===== src/rtl/sprite_snapshot_fetch_pkg.sv =====
// Shared definitions for the sprite register file: address map, fetch order and
// the snapshot fetcher's state encoding.
package sprite_snapshot_fetch_pkg;

    localparam int NUM_SPRITES = 5;
    localparam int NUM_REGS    = 17;

    localparam logic [5:0] PAC_X      = 6'd0;
    localparam logic [5:0] PAC_Y      = 6'd1;
    localparam logic [5:0] PAC_ROT    = 6'd2;
    localparam logic [5:0] MAP_X      = 6'd6;
    localparam logic [5:0] MAP_Y      = 6'd7;
    localparam logic [5:0] BLINKY_X   = 6'd8;
    localparam logic [5:0] BLINKY_Y   = 6'd9;
    localparam logic [5:0] BLINKY_ROT = 6'd10;
    localparam logic [5:0] PINKY_X    = 6'd14;
    localparam logic [5:0] PINKY_Y    = 6'd15;
    localparam logic [5:0] PINKY_ROT  = 6'd16;
    localparam logic [5:0] INKY_X     = 6'd20;
    localparam logic [5:0] INKY_Y     = 6'd21;
    localparam logic [5:0] INKY_ROT   = 6'd22;
    localparam logic [5:0] CLYDE_X    = 6'd26;
    localparam logic [5:0] CLYDE_Y    = 6'd27;
    localparam logic [5:0] CLYDE_ROT  = 6'd28;
    localparam logic [5:0] FRAME_LOCK = 6'd32;

    // Staging slots: PacMan triple, map x/y, then one triple per ghost.
    localparam logic [4:0] LAST_IDX  = 5'd16;
    localparam logic [4:0] MAP_X_IDX = 5'd3;
    localparam logic [4:0] MAP_Y_IDX = 5'd4;

    typedef enum logic [1:0] {
        ST_IDLE   = 2'd0,
        ST_READ   = 2'd1,
        ST_LOCK   = 2'd2,
        ST_COMMIT = 2'd3
    } fetch_state_e;

    function automatic logic [5:0] addr_rom(input logic [4:0] idx);
        case (idx)
            5'd0:    return PAC_X;
            5'd1:    return PAC_Y;
            5'd2:    return PAC_ROT;
            5'd3:    return MAP_X;
            5'd4:    return MAP_Y;
            5'd5:    return BLINKY_X;
            5'd6:    return BLINKY_Y;
            5'd7:    return BLINKY_ROT;
            5'd8:    return PINKY_X;
            5'd9:    return PINKY_Y;
            5'd10:   return PINKY_ROT;
            5'd11:   return INKY_X;
            5'd12:   return INKY_Y;
            5'd13:   return INKY_ROT;
            5'd14:   return CLYDE_X;
            5'd15:   return CLYDE_Y;
            5'd16:   return CLYDE_ROT;
            default: return 6'd0;
        endcase
    endfunction

    // Staging index of the x register for a sprite slot; y and rot follow it.
    function automatic logic [4:0] slot_base(input logic [2:0] slot);
        case (slot)
            3'd0:    return 5'd0;
            3'd1:    return 5'd5;
            3'd2:    return 5'd8;
            3'd3:    return 5'd11;
            3'd4:    return 5'd14;
            default: return 5'd0;
        endcase
    endfunction

endpackage


===== src/rtl/sprite_snapshot_fetch.sv =====
// Per-frame bus initiator: reads the sprite/map registers into staging, releases
// the CPU frame lock, then commits every value to the shadow outputs at once.
module sprite_snapshot_fetch
    import sprite_snapshot_fetch_pkg::*;
#(
    parameter int                DATA_W       = 16,
    parameter int                ADDR_W       = 6,
    parameter int                LOCK_ADDR    = 32,
    parameter logic [DATA_W-1:0] LOCK_CLR_VAL = {DATA_W{1'b0}}
) (
    input  logic                          clk,
    input  logic                          reset,
    input  logic                          frame_start,
    output logic                          bus_req,
    input  logic                          bus_gnt,
    output logic [ADDR_W-1:0]             reg_addr,
    output logic [DATA_W-1:0]             reg_wdata,
    output logic                          reg_we,
    input  logic [DATA_W-1:0]             reg_rdata,
    output logic [NUM_SPRITES*DATA_W-1:0] spr_x,
    output logic [NUM_SPRITES*DATA_W-1:0] spr_y,
    output logic [2*NUM_SPRITES-1:0]      spr_rot,
    output logic [DATA_W-1:0]             map_x,
    output logic [DATA_W-1:0]             map_y,
    output logic                          snap_valid,
    output logic                          busy,
    output logic [7:0]                    overrun_cnt
);

    fetch_state_e                  state_r;
    logic [4:0]                    idx_r;
    logic                          pending_r;
    logic                          lock_r;
    logic                          bus_req_r;
    logic                          busy_r;
    logic [ADDR_W-1:0]             reg_addr_r;
    logic [DATA_W-1:0]             reg_wdata_r;
    logic                          snap_valid_r;
    logic [7:0]                    overrun_r;
    logic [DATA_W-1:0]             staging_r [NUM_REGS];
    logic [NUM_SPRITES*DATA_W-1:0] spr_x_r;
    logic [NUM_SPRITES*DATA_W-1:0] spr_y_r;
    logic [2*NUM_SPRITES-1:0]      spr_rot_r;
    logic [DATA_W-1:0]             map_x_r;
    logic [DATA_W-1:0]             map_y_r;
    logic                          capture_s;

    assign capture_s = (state_r == ST_READ) && bus_gnt;

    // Fetch sequencer with registered bus-side outputs and frame overrun tracking.
    always_ff @(posedge clk or posedge reset) begin
        if (reset) begin
            state_r      <= ST_IDLE;
            idx_r        <= 5'd0;
            pending_r    <= 1'b0;
            lock_r       <= 1'b0;
            bus_req_r    <= 1'b0;
            busy_r       <= 1'b0;
            reg_addr_r   <= {ADDR_W{1'b0}};
            reg_wdata_r  <= {DATA_W{1'b0}};
            snap_valid_r <= 1'b0;
            overrun_r    <= 8'd0;
        end else begin
            snap_valid_r <= 1'b0;
            case (state_r)
                ST_IDLE: begin
                    if (frame_start || pending_r) begin
                        state_r    <= ST_READ;
                        idx_r      <= 5'd0;
                        pending_r  <= 1'b0;
                        bus_req_r  <= 1'b1;
                        busy_r     <= 1'b1;
                        reg_addr_r <= ADDR_W'(addr_rom(5'd0));
                    end
                end
                ST_READ: begin
                    if (bus_gnt) begin
                        if (idx_r == LAST_IDX) begin
                            state_r     <= ST_LOCK;
                            lock_r      <= 1'b1;
                            reg_addr_r  <= ADDR_W'(LOCK_ADDR);
                            reg_wdata_r <= LOCK_CLR_VAL;
                        end else begin
                            idx_r      <= idx_r + 5'd1;
                            reg_addr_r <= ADDR_W'(addr_rom(idx_r + 5'd1));
                        end
                    end
                end
                ST_LOCK: begin
                    if (bus_gnt) begin
                        state_r     <= ST_COMMIT;
                        lock_r      <= 1'b0;
                        bus_req_r   <= 1'b0;
                        idx_r       <= 5'd0;
                        reg_addr_r  <= {ADDR_W{1'b0}};
                        reg_wdata_r <= {DATA_W{1'b0}};
                    end
                end
                ST_COMMIT: begin
                    state_r      <= ST_IDLE;
                    busy_r       <= 1'b0;
                    snap_valid_r <= 1'b1;
                end
                default: begin
                    state_r     <= ST_IDLE;
                    idx_r       <= 5'd0;
                    lock_r      <= 1'b0;
                    bus_req_r   <= 1'b0;
                    busy_r      <= 1'b0;
                    reg_addr_r  <= {ADDR_W{1'b0}};
                    reg_wdata_r <= {DATA_W{1'b0}};
                end
            endcase
            // One frame may queue behind the current run; anything beyond that is dropped.
            if (frame_start && (pending_r || (state_r != ST_IDLE))) begin
                if (!pending_r) begin
                    pending_r <= 1'b1;
                end else if (overrun_r != 8'hFF) begin
                    overrun_r <= overrun_r + 8'd1;
                end
            end
        end
    end

    // Staging capture, one register per granted read cycle.
    always_ff @(posedge clk or posedge reset) begin
        if (reset) begin
            for (int i = 0; i < NUM_REGS; i++) begin
                staging_r[i] <= {DATA_W{1'b0}};
            end
        end else if (capture_s) begin
            staging_r[idx_r] <= reg_rdata;
        end
    end

    // Shadow outputs: loaded from staging in a single cycle so the renderer never sees a mix.
    always_ff @(posedge clk or posedge reset) begin
        if (reset) begin
            spr_x_r   <= {(NUM_SPRITES*DATA_W){1'b0}};
            spr_y_r   <= {(NUM_SPRITES*DATA_W){1'b0}};
            spr_rot_r <= {(2*NUM_SPRITES){1'b0}};
            map_x_r   <= {DATA_W{1'b0}};
            map_y_r   <= {DATA_W{1'b0}};
        end else if (state_r == ST_COMMIT) begin
            for (int s = 0; s < NUM_SPRITES; s++) begin
                spr_x_r[s*DATA_W +: DATA_W] <= staging_r[slot_base(3'(s))];
                spr_y_r[s*DATA_W +: DATA_W] <= staging_r[slot_base(3'(s)) + 5'd1];
                spr_rot_r[2*s +: 2]         <= staging_r[slot_base(3'(s)) + 5'd2][1:0];
            end
            map_x_r <= staging_r[MAP_X_IDX];
            map_y_r <= staging_r[MAP_Y_IDX];
        end
    end

    assign bus_req     = bus_req_r;
    assign reg_we      = lock_r & bus_gnt;
    assign reg_addr    = reg_addr_r;
    assign reg_wdata   = reg_wdata_r;
    assign spr_x       = spr_x_r;
    assign spr_y       = spr_y_r;
    assign spr_rot     = spr_rot_r;
    assign map_x       = map_x_r;
    assign map_y       = map_y_r;
    assign snap_valid  = snap_valid_r;
    assign busy        = busy_r;
    assign overrun_cnt = overrun_r;

endmodule


===== config.mk =====
export PLATFORM = sky130hd
export DESIGN_NAME = sprite_snapshot_fetch
export DESIGN_NICKNAME = d
export VERILOG_FILES = /design/src/rtl/sprite_snapshot_fetch_pkg.sv /design/src/rtl/sprite_snapshot_fetch.sv
export SDC_FILE = /design/constraint.sdc
export NUM_CORES = 1
export LEC_CHECK = 0
export CAP_MARGIN = 20
export CORE_MARGIN = 1
export CORE_UTILIZATION = 35
export CTS_CLUSTER_SIZE = 10
export DETAILED_ROUTE_END_ITERATION = 7
export RECOVER_POWER = 100
export SETUP_SLACK_MARGIN = 0.4
export SLEW_MARGIN = 20
export SYNTH_ARGS = -nofsm -noshare
export SYNTH_HDL_FRONTEND = slang
export SYNTH_SLANG_ARGS = --single-unit

===== constraint.sdc =====
create_clock -name clk -period 29 [get_ports clk]
set_clock_uncertainty 0.2 [all_clocks]
set_input_delay 8.7 -clock clk [delete_from_list [all_inputs] [get_ports clk]]
set_output_delay 8.7 -clock clk [all_outputs]
set_load 0.01 [all_outputs]

; ---- After elaboration in Yosys (flattened, before gate mapping)
; Memory sizes are Yosys's and may differ from the RTL's.
; Cells that the tools add are included.
[classes]
add_sub_neg = 12
order_cmp = 17
n_eq_ne = 10
mux = 84
bitwise = 17
n_reduce_logical = 18
[ops]
columns = operator, n
row1 = $bmux W16 S5, 15
row2 = $mux W16, 24
row3 = $bwmux W272, 1
row4 = $ge A6 B6 Y1 const B, 16
row5 = $not A5 Y6, 16
row6 = $demux W16 S5, 1
row7 = $mux W5, 9
row8 = $pmux W16 S2, 1
row9 = $add A5 B1 Y5 const B, 6
row10 = $mux W2, 14
row11 = $add A5 B2 Y5 const B, 5
row12 = $mux W6, 4
row13 = $pmux W6 S3, 1
row14 = $pmux W5 S3, 1
row15 = $reduce_and A4 Y1, 3
row16 = $mux W1, 9
row17 = $add A8 B1 Y8 const B, 1
row18 = $ne A2 B2 Y1 const B, 4
row19 = $ne A8 B8 Y1 const B, 1
row20 = $pmux W2 S4, 1
row21 = $reduce_bool A2 Y1, 4
row22 = $lt A6 B1 Y1 const B, 1
row23 = $pmux W1 S2, 3
row24 = $reduce_and A3 Y1, 2
row25 = 11 further kinds, 15
[word_totals]
ff_bits = 516
rom_bits = 160
inputBits = 20
out_inout_bits = 236
word_cells = 191
memories = 1
[mem_list]
columns = name, words, word_bits, rd, rd_clocked_by_memory_dff, write_ports, line
row1 = (name not given), 32, 5, 1, 0, 0, sprite_snapshot_fetch_pkg.sv:40  ; case (idx)

; ---- Depth between registers and ports, before layout
[depth]
word_depth = 7
mapped_depth = 9
depth_no_buf = 7

; ---- Worst setup path after synthesis
; No wires, ideal clock.
[synth_path]
kind = input -> output
start = in bus_gnt
end = out reg_we
t_arrival_ps = 8868
required_time_ps = 20100
setup_slack_ps = 11232
cell_stages = 1
n_path_buf = 0
path_cell_list = and2_2
[synth_between]
elab_chain_cells = 1
[synth_lines]
columns = element, line
row1 = from (decl), sprite_snapshot_fetch.sv:15  ; input logic bus_gnt,
row2 = $and A1 B1 Y1, sprite_snapshot_fetch.sv:156  ; assign reg_we = lock_r & bus_gnt;
row3 = to (decl), sprite_snapshot_fetch.sv:18  ; output logic reg_we,
; No other way between the ends.

==> out/metrics.cfg <==
[placed_design]
place.port_buffers = 239
placed_cell_area_sq_mm = 0.01980
dp_cells = 1872
globalplace.congestion = 0.7547
dpl.hpwl_um = 25460

[clock_tree]
numCtsBuffers = 50
cts.sinks = 430
htree_num_levels = 2
root_buffer_master = sky130_fd_sc_hd__clkbuf_16
hold_buffers = 0
worst_skew_pair.late_latency_ps = 580
post_cts_resize_count = 0
post-cts-setup-buffers = 0
max-clock-path-buffers = 3
cts_tree = done
clk_pin_slew_ps = 50

[route]
postRouteWirelength_um = 40780
drt-pass1-iter-count = 4
wire_per_inst_um = 21.03
routed_via_density = 4.886
detailedRoute.firstIterationViolations = 398
remaining_drc_errors = 0
vias_after_detailed_routing = 9474
antenna_left = 0

[critical_path]
timing.critical_path.fanout_max = 166
crit_path_capture_type = asynchronous set/reset pin
crit_path_arrival_time_ps = 18650
timing.critical_path.buf_inv = 3
cpMaxStageDelayCell = sky130_fd_sc_hd__clkbuf_1
start_kind = input port
path_delay_family = buffers and inverters
worstPathRequired_ps = 27370
path_cells = dlygate4sd3_1 > clkinvlp_2 > clkbuf_1
worstSetupPathType = input port to asynchronous set/reset pin
critPathMaxStageDelay_ps = 6070

[final_layout]
number_of_non_filler_instances_in_the_completed_layout = 1939
post_route_cells_drive_above_1_share_pct = 35.53
fillCellCount = 4330
utilization_pct = 44.16
fin_nets = 1342
area_delta_synth_final_pct = 24.66
final_area_sq_mm = 0.02104

[logic_synthesis]
synth_cell_type_count = 53
yosys_most_used_dff = sky130_fd_sc_hd__dfrtp_1
synth_sequential_area_ratio_pct = 63.75
number_of_flip_flops_and_latches_in_the_synthesized_netlist = 430
synth_area_per_cell_sq_um = 15.80
synth-async-reset-ratio_pct = 100.0
synthesis.yosys.warnings = 0
netlist_area_sq_mm = 0.01688
synthCells = 1068
synth_enable_flop_cells = 0

[floorplanning]
pin_count = 256
fp-row-count = 80
floorplan.die_area_sq_mm = 0.04911
core_region_area_sq_mm = 0.04765
dieWidth_um = 221.6
initial_utilization_pct = 35.43
die-height_um = 221.6

[pwr]
vdd.ir_drop.worst_mv = 0.05455
total_leakage_power_uw = 0.01069
pwr_density_cell_mw_per_mm2 = 88.09

[sta]
grt_setup_unrepaired = false
fmax_mhz = 49.30
timing.final.hold_violations = 0
period_needed_ps = 20280
slew_headroom_pct = -462.9
worstMarginPinSlew_ps = 8443
hold-worst-slack_ps = 292.7
timing.setup.tns_ps = 0
final_max_slew_viol_count = 643
min_period_over_period_pct = 69.94
timing.final.setup_violations = 0

[grt]
grt_usage_pct = 16.96
first_global_vias = 9868
antenna_found_initial = 4
grt_start_max_net_pins = 167
grt_first_pass_wirelength_um = 62470
globalRouteOverflowTotal = 0

[status]
result_of_the_run = complete, but fails checks
violations = capacitance limit, slew limit

[worst_hold_path]
min-delay-path-class = flop to flop

[run]
cap_violations = 8

area by class of cell:
cell class / count / area [sq um] / area share, %
Tap cell: 615 / 769.5 / 3.657
Clock buffer: 62 / 1338 / 6.357
Inverter: 11 / 42.54 / 0.2022
Clock inverter: 4 / 63.81 / 0.3033
Sequential cell: 430 / 10760 / 51.14
Timing Repair Buffer: 253 / 2474 / 11.76
Multi-Input combinational cell: 563 / 5592 / 26.57
Antenna cell: 1 / 2.502 / 0.01189
sequential cells by signal (all words and copies together), names as in the netlist, 6 cells and up:
register	count
map_x	16
staging_r	202
spr_rot	10
map_y	16
overrun_cnt	8
spr_y	80
reg_addr	6
spr_x	80
layout by cell type (no fill, tap or decap), drive strengths merged, types with 4 or more instances in the layout:
cell type      instances
clkbuf                69
nand3                  8
clkdlybuf4s50         15
conb                  16
mux2i                  5
nand2b                 5
dfrtp                430
nor2                  15
ha                    13
mux2                 407
buf                    8
o21ai                  6
dlygate4sd3          223
inv                   12
a22o                   4
xor2                  10
nand2                 30
nor3                   6
metal layers:
layer  vias up  wire length, um  GRT usage [%]
li1       4175                -              -
met1      5026            17970          22.55
met2       214            19850          27.50
met3        59             2160          4.439
met4         0              809          4.368
met5         -                0              0
worst paths after layout:
check	slack, ps	cells after the start	from	to
setup / recovery	8720	3	reset	staging_r[129]
hold / removal	290	1	staging_r[243]	staging_r[243]
setup reg to reg	21580	4	state_r[1]	spr_y[57]
hold reg to reg	290	1	staging_r[243]	staging_r[243]
max in group clk	9930	3	bus_gnt	reg_we
min in group asynchronous	10060	2	reset	map_y[6]
Yosys cell counts (2+ instances only):
library cell | instances | area, sq um
sky130_fd_sc_hd__nor3_1 | 5 | 25.02
sky130_fd_sc_hd__xnor2_1 | 2 | 17.52
sky130_fd_sc_hd__o41ai_1 | 2 | 17.52
sky130_fd_sc_hd__nand3b_1 | 2 | 15.01
sky130_fd_sc_hd__nand2_1 | 21 | 78.83
sky130_fd_sc_hd__dfrtp_1 | 430 | 10760
sky130_fd_sc_hd__buf_4 | 19 | 142.6
sky130_fd_sc_hd__a21oi_1 | 3 | 15.01
sky130_fd_sc_hd__ha_1 | 13 | 162.7
sky130_fd_sc_hd__buf_2 | 29 | 145.1
sky130_fd_sc_hd__nand2b_1 | 5 | 31.28
sky130_fd_sc_hd__xor2_1 | 9 | 78.83
sky130_fd_sc_hd__mux2_2 | 396 | 4459
sky130_fd_sc_hd__nor2_1 | 10 | 37.54
sky130_fd_sc_hd__mux2_4 | 10 | 150.1
sky130_fd_sc_hd__buf_6 | 2 | 22.52
sky130_fd_sc_hd__clkbuf_1 | 27 | 101.4
sky130_fd_sc_hd__nand2_2 | 9 | 56.30
sky130_fd_sc_hd__o211ai_1 | 3 | 22.52
sky130_fd_sc_hd__nand3_1 | 8 | 40.04
sky130_fd_sc_hd__o21ai_0 | 6 | 30.03
sky130_fd_sc_hd__nor2b_1 | 3 | 18.77
sky130_fd_sc_hd__inv_1 | 11 | 41.29
sky130_fd_sc_hd__a22o_1 | 4 | 35.03
sky130_fd_sc_hd__nor2_2 | 5 | 31.28
sky130_fd_sc_hd__nor4_1 | 2 | 12.51
sky130_fd_sc_hd__mux2i_1 | 5 | 50.05
sky130_fd_sc_hd__and3_1 | 2 | 12.51
worst reg2reg max path: stages (launching register included):
cell                       delay, ps
sky130_fd_sc_hd__dfrtp_1         380
sky130_fd_sc_hd__ha_1            880
sky130_fd_sc_hd__clkbuf_1       2220
sky130_fd_sc_hd__clkbuf_1       3020
sky130_fd_sc_hd__mux2_2          660
where the power goes:
group          internal [uW]  switching, uW  total (uW)
clock network            328            229         557
logic                    269            225         494
registers                729           73.8         803
total                   1330            528        1850
kinds of logic (layout without fill, tap and decap cells):
group	count (synthesis)	after routing	synth area share, %
compound gates	25	25	1.030
fa+ha+maj	13	13	0.9637
xor+xnor	12	12	0.6672
mux	413	413	27.81
buf+inv	90	330	2.824
other cells	1	17	0.02222
flops	430	430	63.75
simple gates	84	84	2.936
metrics by stage:
stage          setup WS, ps  power [uW]
3_3_place_gp           9998        1332
6_report               8718        1853
4_1_cts                9965        1917
3_5_place_dp           9973        1346
2_1_floorplan          8125        1104
5_1_grt                5963        1956
Power figures use the tool's default switching activity.
